**src/rtl/decrypt_iter_pkg.sv**
```systemverilog
// Shared widths, state encoding and DES datapath helpers (IP, FP, PC1, PC2, round function).
// Bit numbering follows the DES tables: table entry 1 is the MSB of the source word.
package decrypt_iter_pkg;

    localparam int N_K  = 64;
    localparam int N_B  = 64;
    localparam int N_R  = 16;
    localparam int N_CD = 56;

    typedef enum logic [1:0] {
        S_IDLE  = 2'd0,
        S_ROUND = 2'd1,
        S_DONE  = 2'd2
    } state_t;

    localparam int IP_TBL [64] = '{
        58, 50, 42, 34, 26, 18, 10, 2,  60, 52, 44, 36, 28, 20, 12, 4,
        62, 54, 46, 38, 30, 22, 14, 6,  64, 56, 48, 40, 32, 24, 16, 8,
        57, 49, 41, 33, 25, 17, 9,  1,  59, 51, 43, 35, 27, 19, 11, 3,
        61, 53, 45, 37, 29, 21, 13, 5,  63, 55, 47, 39, 31, 23, 15, 7
    };

    localparam int FP_TBL [64] = '{
        40, 8, 48, 16, 56, 24, 64, 32,  39, 7, 47, 15, 55, 23, 63, 31,
        38, 6, 46, 14, 54, 22, 62, 30,  37, 5, 45, 13, 53, 21, 61, 29,
        36, 4, 44, 12, 52, 20, 60, 28,  35, 3, 43, 11, 51, 19, 59, 27,
        34, 2, 42, 10, 50, 18, 58, 26,  33, 1, 41, 9,  49, 17, 57, 25
    };

    localparam int PC1_TBL [56] = '{
        57, 49, 41, 33, 25, 17, 9,  1,  58, 50, 42, 34, 26, 18,
        10, 2,  59, 51, 43, 35, 27, 19, 11, 3,  60, 52, 44, 36,
        63, 55, 47, 39, 31, 23, 15, 7,  62, 54, 46, 38, 30, 22,
        14, 6,  61, 53, 45, 37, 29, 21, 13, 5,  28, 20, 12, 4
    };

    localparam int PC2_TBL [48] = '{
        14, 17, 11, 24, 1,  5,  3,  28, 15, 6,  21, 10,
        23, 19, 12, 4,  26, 8,  16, 7,  27, 20, 13, 2,
        41, 52, 31, 37, 47, 55, 30, 40, 51, 45, 33, 48,
        44, 49, 39, 56, 34, 53, 46, 42, 50, 36, 29, 32
    };

    localparam int E_TBL [48] = '{
        32, 1,  2,  3,  4,  5,  4,  5,  6,  7,  8,  9,
        8,  9,  10, 11, 12, 13, 12, 13, 14, 15, 16, 17,
        16, 17, 18, 19, 20, 21, 20, 21, 22, 23, 24, 25,
        24, 25, 26, 27, 28, 29, 28, 29, 30, 31, 32, 1
    };

    localparam int P_TBL [32] = '{
        16, 7, 20, 21, 29, 12, 28, 17, 1,  15, 23, 26, 5,  18, 31, 10,
        2,  8, 24, 14, 32, 27, 3,  9,  19, 13, 30, 6,  22, 11, 4,  25
    };

    // Each S-box is 64 nibbles, row-major (row*16 + col), first entry in the top nibble.
    localparam logic [255:0] SBOX [8] = '{
        256'hE4D12FB83A6C5907_0F74E2D1A6CB9538_41E8D62BFC973A50_FC8249175B3EA06D,
        256'hF18E6B34972DC05A_3D47F28EC01A69B5_0E7BA4D158C6932F_D8A13F42B67C05E9,
        256'hA09E63F51DC7B428_D709346A285ECBF1_D6498F30B12C5AE7_1AD069874FE3B52C,
        256'h7DE3069A1285BC4F_D8B56F03472C1AE9_A690CB7DF13E5284_3F06A1D8945BC72E,
        256'h2C417AB6853FD0E9_EB2C47D150FA3986_421BAD78F9C5630E_B8C71E2D6F09A453,
        256'hC1AF92680D34E75B_AF427C9561DE0B38_9EF528C3704A1DB6_432C95FABE17608D,
        256'h4B2EF08D3C975A61_D0B7491AE35C2F86_14BDC37EAF680592_6BD814A7950FE23C,
        256'hD2846FB1A93E50C7_1FD8A374C56B0E92_7B419CE206ADF358_21E74A8DFC90356B
    };

    function automatic logic [63:0] perm_ip(input logic [63:0] x);
        for (int i = 0; i < 64; i++) perm_ip[63-i] = x[64-IP_TBL[i]];
    endfunction

    function automatic logic [63:0] perm_fp(input logic [63:0] x);
        for (int i = 0; i < 64; i++) perm_fp[63-i] = x[64-FP_TBL[i]];
    endfunction

    function automatic logic [55:0] perm_pc1(input logic [63:0] x);
        for (int i = 0; i < 56; i++) perm_pc1[55-i] = x[64-PC1_TBL[i]];
    endfunction

    function automatic logic [47:0] perm_pc2(input logic [55:0] x);
        for (int i = 0; i < 48; i++) perm_pc2[47-i] = x[56-PC2_TBL[i]];
    endfunction

    // Feistel function: expand, key mix, S-box substitution, P permutation.
    function automatic logic [31:0] des_f(input logic [31:0] r, input logic [47:0] sk);
        logic [47:0] e;
        logic [31:0] s;
        logic [5:0]  six;
        int          idx;
        for (int i = 0; i < 48; i++) e[47-i] = r[32-E_TBL[i]];
        e = e ^ sk;
        for (int j = 0; j < 8; j++) begin
            six = e[47-6*j -: 6];
            idx = int'({six[5], six[0], six[4:1]});
            s[31-4*j -: 4] = SBOX[j][255-4*idx -: 4];
        end
        for (int i = 0; i < 32; i++) des_f[31-i] = s[32-P_TBL[i]];
    endfunction

endpackage

```
**src/rtl/decrypt_iter_key_schedule_inv.sv**
```systemverilog
// Decrypt-direction key schedule step: right-rotates both 28-bit CD halves by the
// amount for round i, and derives that round's subkey from the rotated CD via PC2.
module key_schedule_inv
    import decrypt_iter_pkg::*;
(
    input  logic [55:0] x,
    input  logic [3:0]  i,
    output logic [55:0] r,
    output logic [47:0] k
);

    function automatic logic [1:0] rot_amt(input logic [3:0] n);
        case (n)
            4'd0:                rot_amt = 2'd0;
            4'd1, 4'd8, 4'd15:   rot_amt = 2'd1;
            default:             rot_amt = 2'd2;
        endcase
    endfunction

    function automatic logic [27:0] rotr28(input logic [27:0] h, input logic [1:0] n);
        case (n)
            2'd1:    rotr28 = {h[0],   h[27:1]};
            2'd2:    rotr28 = {h[1:0], h[27:2]};
            default: rotr28 = h;
        endcase
    endfunction

    // NOTE: every output of a combinational block is assigned on every path, so no latch is inferred.
    always_comb begin
        r = {rotr28(x[55:28], rot_amt(i)), rotr28(x[27:0], rot_amt(i))};
        k = perm_pc2(r);
    end

endmodule

```
**src/rtl/decrypt_iter.sv**
```systemverilog
// Iterative DES decryption: one Feistel round per clock under a four-phase req/ack handshake.
// k and c are sampled only on the IDLE->ROUND edge; m is registered and held until the next completion.
module decrypt_iter
    import decrypt_iter_pkg::*;
(
    input  logic        clk,
    input  logic        rst,
    input  logic        req,
    output logic        ack,
    input  logic [63:0] k,
    input  logic [63:0] c,
    output logic [63:0] m
);

    state_t      state;
    logic [3:0]  cnt;
    logic [31:0] l;
    logic [31:0] r;
    logic [55:0] cd;

    logic [55:0] cd_next;
    logic [47:0] subkey;
    logic [31:0] r_next;

    key_schedule_inv u_ks (
        .x (cd),
        .i (cnt),
        .r (cd_next),
        .k (subkey)
    );

    assign r_next = l ^ des_f(r, subkey);

    // NOTE: all state is assigned with <= so every register samples pre-edge values.
    always_ff @(posedge clk or posedge rst) begin
        if (rst) begin
            state <= S_IDLE;
            ack   <= 1'b0;
            m     <= '0;
            cnt   <= '0;
            l     <= '0;
            r     <= '0;
            cd    <= '0;
        end else begin
            case (state)
                S_IDLE: begin
                    if (req) begin
                        {l, r} <= perm_ip(c);
                        cd     <= perm_pc1(k);
                        cnt    <= '0;
                        state  <= S_ROUND;
                    end
                end
                S_ROUND: begin
                    l   <= r;
                    r   <= r_next;
                    cd  <= cd_next;
                    cnt <= cnt + 4'd1;
                    // Last round: output halves are swapped before the final permutation.
                    if (cnt == 4'(N_R - 1)) begin
                        m     <= perm_fp({r_next, r});
                        ack   <= 1'b1;
                        state <= S_DONE;
                    end
                end
                S_DONE: begin
                    if (!req) begin
                        ack   <= 1'b0;
                        state <= S_IDLE;
                    end
                end
                default: state <= S_IDLE;
            endcase
        end
    end

endmodule

```
**config.mk**
```make
export PLATFORM = sky130hd
export DESIGN_NAME = decrypt_iter
export DESIGN_NICKNAME = d
export VERILOG_FILES = /design/src/rtl/decrypt_iter_pkg.sv /design/src/rtl/decrypt_iter_key_schedule_inv.sv /design/src/rtl/decrypt_iter.sv
export SDC_FILE = /design/constraint.sdc
export NUM_CORES = 1
export LEC_CHECK = 0
export ABC_AREA = 1
export CORE_ASPECT_RATIO = 0.7
export CORE_MARGIN = 3
export CORE_UTILIZATION = 57
export CTS_BUF_LIST = sky130_fd_sc_hd__clkbuf_16
export CTS_CLUSTER_SIZE = 30
export DETAILED_ROUTE_END_ITERATION = 8
export PLACE_DENSITY = 0.82
export SLEW_MARGIN = 10
export SYNTH_ARGS = -nofsm -noshare
export SYNTH_HDL_FRONTEND = slang
export SYNTH_SLANG_ARGS = --single-unit
```
**constraint.sdc**
```tcl
create_clock -name clk -period 7.5 [get_ports clk]
set_input_delay 1.125 -clock clk [delete_from_list [all_inputs] [get_ports clk]]
set_output_delay 1.125 -clock clk [all_outputs]
set_load 0.02 [all_outputs]
```
==> qor.csv, run 1 <==
metric,value,unit
vias_per_cell,6.18,
ys_ff_latch,191,
synthToLayoutAreaGrowth,16.1,%
netlist_area,0.0154,mm²
ctsResizeCount,0,
postSynth.topFlopCell,sky130_fd_sc_hd__dfrtp_1,
report.final.setup_viol,0,
nets,2658,
antenna_found_initial,0,
proportion_of_synthesized_chip_area_in_sequential_cells,0.310,
clockBufferDepth,2,
antenna_cells,0,
area_of_the_core_region,0.0261,mm²
drv_cap,0,
cts.hold.buffers_added,0,
clock_tree_from_tritoncts,yes,
slew_headroom,0.211,
synth_cell_type_count,37,
core.rowCount,49,
grt_pass1_vias,15819,
setup_tns,0,ns
wire_length_of_the_first_global_routing_pass,86800,µm
layout.cells.most_common_list,"927 x sky130_fd_sc_hd__nand2_1, 417 x sky130_fd_sc_hd__nand3_1, 205 x sky130_fd_sc_hd__inv_1",
overflow,0,
worstPathRequired,7.85,ns
worst_ep_arrival_time,4.73,ns
design.portCount,196,
remaining_routing_drc_violations,0,
tritoncts_num_sinks,191,
cts_root_buf,sky130_fd_sc_hd__clkbuf_16,
dr.first_iter.drc_count,2561,
grt_setup_unrepaired,no,
detailed_place_hpwl,41400,µm
maxSlewViolCount,0,
path_class,reg2reg,
ant_nets,0,
route.vias.total,17511,
synth_cells,2349,
clkLatencyLatePin,0.46,ns
routabilityCongestion,0.947,
numCtsBuffers,17,
period_share,0.583,
fmax,229,MHz
startpoint_type,flop,
post-cts-setup-buffer-count,0,
floorplan.die_area,0.0291,mm²
synth-async-reset-ratio,1.00,
port_buffers,187,
htreeDepth,4,
ys.warnings.count,0,
die_height,144,µm
finalClockSkew,0.0180,ns
fin_crit,4.37,ns
status,completed,
timing.hold.worst.class,reg2reg,
grt_max_degree,84,
final_hold_viol_count,0,
floorplan.initialDensity,0.590,
drive_above_1_share,0.0505,
timing.critical_path.to_type,flop,
syn_area_per_cell,6.56,µm²
routedWlPerCell,20.0,µm
first_pass_drt_iterations,8,
die_outline_width,202,µm
synth_edf_count,0,
most_common_library_cell_in_the_layout_ignoring_fill_and_taps,sky130_fd_sc_hd__nand2_1,
globalRouteTotalUtil,0.380,
drt_wl_total,56700,µm
synth.net_count,2543,
crit_path_max_fanout,44,
clk_pin_slew,0.08,ns
transition_at_the_pin_with_the_smallest_max_transition_slack,1.18,ns
## metal layers
| layer | vias up | routed length [µm] | track usage |
|---|---|---|---|
| li1 | 8016 | - | - |
| met1 | 8143 | 23500 | 0.546 |
| met2 | 1226 | 23300 | 0.551 |
| met3 | 126 | 8320 | 0.124 |
| met4 | 0 | 1540 | 0.110 |
| met5 | - | 0 | 0 |
## worst paths after layout
check / cells after the start / startpoint / endpoint / slack (ns)
worst min-delay path: 2 / m[56] / m[56] / 0.49
max in group asynchronous: 3 / rst / m[20] / 5.04
min in group asynchronous: 2 / rst / r[5] / 1.07
worst max-delay path: 21 / cnt[0] / r[19] / 3.13
worst min register to register: 2 / m[56] / m[56] / 0.49
worst max register to register: 21 / cnt[0] / r[19] / 3.13
## cells in the mapped netlist (26+ instances only)
| cell | n | area share |
|---|---|---|
| sky130_fd_sc_hd__clkbuf_1 | 51 | 0.012 |
| sky130_fd_sc_hd__nor3_1 | 40 | 0.013 |
| sky130_fd_sc_hd__nand3_1 | 417 | 0.14 |
| sky130_fd_sc_hd__o21ai_0 | 55 | 0.018 |
| sky130_fd_sc_hd__nand2_1 | 927 | 0.23 |
| sky130_fd_sc_hd__o221ai_1 | 39 | 0.022 |
| sky130_fd_sc_hd__a221oi_1 | 46 | 0.026 |
| sky130_fd_sc_hd__dfrtp_1 | 191 | 0.31 |
| sky130_fd_sc_hd__buf_4 | 26 | 0.013 |
| sky130_fd_sc_hd__nor2_1 | 90 | 0.022 |
| sky130_fd_sc_hd__nand4_1 | 42 | 0.017 |
| sky130_fd_sc_hd__ha_1 | 63 | 0.051 |
| sky130_fd_sc_hd__inv_1 | 206 | 0.050 |
## area by class of cell
type / count / area [µm²]
fillers: 2319 / 8230
flip-flops and latches: 191 / 4780
multi-input cells: 1834 / 9270
clock buffers: 17 / 425
well taps: 357 / 447
inverters: 220 / 836
repair buffers: 200 / 1970
clock inverters: 15 / 156
## cells by family (layout without fill, tap and decap cells)
group,after synthesis,after routing,synth area share
buffers and inverters,324,452,0.0899
and+or+nand+nor,1555,1555,0.436
AOI/OAI and AO/OA,194,194,0.0920
xor gates and xnor gates,22,22,0.0208
DFF,191,191,0.310
adders and majority gates,63,63,0.0512
## registers in the layout (all words and copies together) (netlist names)
name   flops
ack        1
cd        56
cnt        4
l         32
m         64
r         32
state      2
## critical path, cell delays in order (launching register included)
cell,delay (ns)
sky130_fd_sc_hd__dfrtp_1,0.45
sky130_fd_sc_hd__ha_1,0.26
sky130_fd_sc_hd__nand3_1,0.21
sky130_fd_sc_hd__nand2_2,0.13
sky130_fd_sc_hd__nor2_8,0.62
sky130_fd_sc_hd__nand2_4,0.26
sky130_fd_sc_hd__inv_4,0.30
sky130_fd_sc_hd__nand2_1,0.15
sky130_fd_sc_hd__nand2_1,0.13
sky130_fd_sc_hd__nand2_1,0.06
sky130_fd_sc_hd__nand2_1,0.27
sky130_fd_sc_hd__ha_1,0.35
sky130_fd_sc_hd__inv_1,0.11
sky130_fd_sc_hd__nand2_1,0.10
sky130_fd_sc_hd__nand3_1,0.16
sky130_fd_sc_hd__nand3_1,0.10
sky130_fd_sc_hd__nand3_1,0.22
sky130_fd_sc_hd__nand2_1,0.08
sky130_fd_sc_hd__nand2_1,0.07
sky130_fd_sc_hd__nand3_1,0.07
sky130_fd_sc_hd__nand2_1,0.09
sky130_fd_sc_hd__nand2_1,0.05
## per-stage QoR
stage / instance area [µm²] / util / worst slack [ns] / hold WS, ns / cells
2_1_floorplan: 15400 / - / 1.18 / 0.471 / 2349
3_3_place_gp: 17300 / 0.662 / 3.21 / 0.464 / 2802
3_5_place_dp: 17300 / 0.662 / 3.11 / 0.466 / 2802
4_1_cts: 17900 / 0.685 / 3.31 / 0.490 / 2834
5_1_grt: 17900 / 0.685 / 2.89 / 0.516 / 2834
6_report: 17900 / 0.685 / 3.13 / 0.493 / 2834
Power of run 1 is left out: the tool's default activity adds up to more than one toggle a clock period on the data nets, which glitch-free logic cannot reach.
==> run 2, diff against run 1 <==
--- a/config.mk
+++ b/config.mk
@@ -8,11 +8,11 @@
 export ABC_AREA = 1
 export CORE_ASPECT_RATIO = 0.7
 export CORE_MARGIN = 3
-export CORE_UTILIZATION = 57
+export CORE_UTILIZATION = 52
 export CTS_BUF_LIST = sky130_fd_sc_hd__clkbuf_16
 export CTS_CLUSTER_SIZE = 30
 export DETAILED_ROUTE_END_ITERATION = 8
-export PLACE_DENSITY = 0.82
+export PLACE_DENSITY = 0.79
 export SLEW_MARGIN = 10
 export SYNTH_ARGS = -nofsm -noshare
 export SYNTH_HDL_FRONTEND = slang
==> constraint.sdc (replaced) <==
create_clock -name clk -period 3.8 [get_ports clk]
set_input_delay 0.57 -clock clk [delete_from_list [all_inputs] [get_ports clk]]
set_output_delay 0.57 -clock clk [all_outputs]
set_load 0.02 [all_outputs]
==> run 2 against run 1 <==
Register-to-register slack lost 2.9 ns. Utilization down 5.1 points. Critical path depth down 1. Flip-flop and latch count unchanged. First-iteration DRC count decreased by 0.86%. Hold slack got worse by 0.011 ns. Clock-buffer cell count unchanged. Critical path type unchanged. Highest routed layer is now met5.
==> qor.csv, run 2 (same netlist as run 1, synthesis figures left out) <==
metric,value,unit
status,completed,
design.portCount,196,
nets,2708,
synthToLayoutAreaGrowth,19.4,%
timing.critical_path.to_type,flop,
core.rowCount,52,
transition_at_the_pin_with_the_smallest_max_transition_slack,1.11,ns
largest-register,m,
top_regs,"m (64), cd (56)",
antenna_cells,0,
timing.reg2reg.worst_path_depth,20,
drive_above_1_share,0.0712,
timing.hold.worst.class,reg2reg,
report.final.setup_viol,0,
clk_pin_slew,0.08,ns
first_pass_drt_iterations,7,
overflow,0,
worstHoldPathCells,2,
ant_nets,0,
setup_tns,0,ns
period_share,0.936,
antenna_found_initial,4,
clockBufferDepth,2,
path_class,reg2reg,
largest_register_ff_count,64,
final_hold_viol_count,0,
clkLatencyLatePin,0.48,ns
grt_setup_unrepaired,no,
numCtsBuffers,17,
routabilityCongestion,1.01,
area_of_the_core_region,0.0290,mm²
detailed_place_hpwl,44700,µm
min_to,m[20],
grt_pass1_vias,15572,
grt_max_degree,72,
remaining_routing_drc_violations,0,
maxSlewViolCount,0,
die_outline_width,212,µm
floorplan.die_area,0.0318,mm²
startpoint_type,flop,
r2r_setup_slack,0.24,ns
place_inst,2871,
crit_path_max_fanout,9,
worst_ep_arrival_time,3.91,ns
drt_wl_total,58000,µm
hold_path.startpoint,m[20],
die_height,150,µm
route.vias.total,17478,
worstPathRequired,4.16,ns
slew_headroom,0.258,
layout.cells.most_common_list,"924 x sky130_fd_sc_hd__nand2_1, 417 x sky130_fd_sc_hd__nand3_1, 204 x sky130_fd_sc_hd__inv_1",
globalRouteTotalUtil,0.364,
dr.first_iter.drc_count,2539,
port_buffers,187,
cts_root_buf,sky130_fd_sc_hd__clkbuf_16,
floorplan.initialDensity,0.531,
fmax,281,MHz
finalNonFillerCells,2905,
most_common_library_cell_in_the_layout_ignoring_fill_and_taps,sky130_fd_sc_hd__nand2_1,
drv_cap,0,
regToRegEndpoint,r[2],
cts.hold.buffers_added,0,
rr_startpoint,cnt[0],
wire_length_of_the_first_global_routing_pass,88900,µm
finalClockSkew,0.0138,ns
htreeDepth,4,
tritoncts_num_sinks,191,
clock_tree_from_tritoncts,yes,
vias_per_cell,6.02,
routedWlPerCell,20.0,µm
fin_crit,3.56,ns
[run 2: cell type report]
| cell class | count | area, µm² |
|---|---|---|
| Clock inverter | 15 | 170 |
| Inverter | 220 | 832 |
| Multi-Input combinational cell | 1834 | 9280 |
| Clock buffer | 17 | 425 |
| Sequential cell | 191 | 4780 |
| Tap cell | 378 | 473 |
| Fill cell | 2660 | 10600 |
| Timing Repair Buffer | 250 | 2440 |
[run 2: stage by stage]
| stage | setup slack (ns) | cell area [µm²] | utilization | hold WS, ns |
|---|---|---|---|---|
| detailed placement | 0.265 | 17700 | 0.612 | 0.464 |
| global route | 0.00191 | 18400 | 0.634 | 0.512 |
| finish | 0.243 | 18400 | 0.634 | 0.483 |
| floorplan | 0.768 | 15400 | - | 0.471 |
| global placement | 0.342 | 17700 | 0.612 | 0.461 |
| CTS | 0.262 | 18300 | 0.632 | 0.485 |
[run 2: timing repair]
action,4_1_cts,5_1_grt
endpoints found under the setup margin,0,10
gates resized for setup,0,4
setup buffers,0,2
[run 2: critical path: stages, from the launching register on]
cell and delay, ns:
sky130_fd_sc_hd__dfrtp_1 0.44, sky130_fd_sc_hd__inv_1 0.08, sky130_fd_sc_hd__ha_1 0.22, sky130_fd_sc_hd__nand3_2 0.27, sky130_fd_sc_hd__buf_4 0.29, sky130_fd_sc_hd__nand3_1 0.19
sky130_fd_sc_hd__nand3_1 0.18, sky130_fd_sc_hd__nand2_1 0.10, sky130_fd_sc_hd__nand2_1 0.08, sky130_fd_sc_hd__ha_1 0.37, sky130_fd_sc_hd__inv_1 0.08, sky130_fd_sc_hd__nand2_1 0.14
sky130_fd_sc_hd__nand3_1 0.14, sky130_fd_sc_hd__nand3_1 0.10, sky130_fd_sc_hd__nand2_1 0.05, sky130_fd_sc_hd__nand2_1 0.09, sky130_fd_sc_hd__nand2_1 0.06, sky130_fd_sc_hd__nand2_1 0.07
sky130_fd_sc_hd__nand3_1 0.28, sky130_fd_sc_hd__nand2_1 0.15, sky130_fd_sc_hd__nand2_1 0.06
[run 2: layer usage]
| metal | global-route usage | vias up | share of wire |
|---|---|---|---|
| met1 | 0.549 | 8111 | 0.44 |
| met2 | 0.501 | 1119 | 0.40 |
| li1 | - | 8129 | - |
| met3 | 0.112 | 115 | 0.14 |
| met4 | 0.0930 | 4 | 0.023 |
| met5 | 0 | - | 0.00047 |
[run 2: worst max path at each step]
stage	start	end	slack (ns)
finish	cnt[0]	r[2]	0.24
global route	cnt[0]	m[0]	0.002
CTS	cnt[0]	m[0]	0.26
detailed placement	cnt[0]	r[3]	0.27
global placement	cnt[0]	r[3]	0.34
floorplan	rst	ack	0.77
Power of run 2 is left out for the same reason.
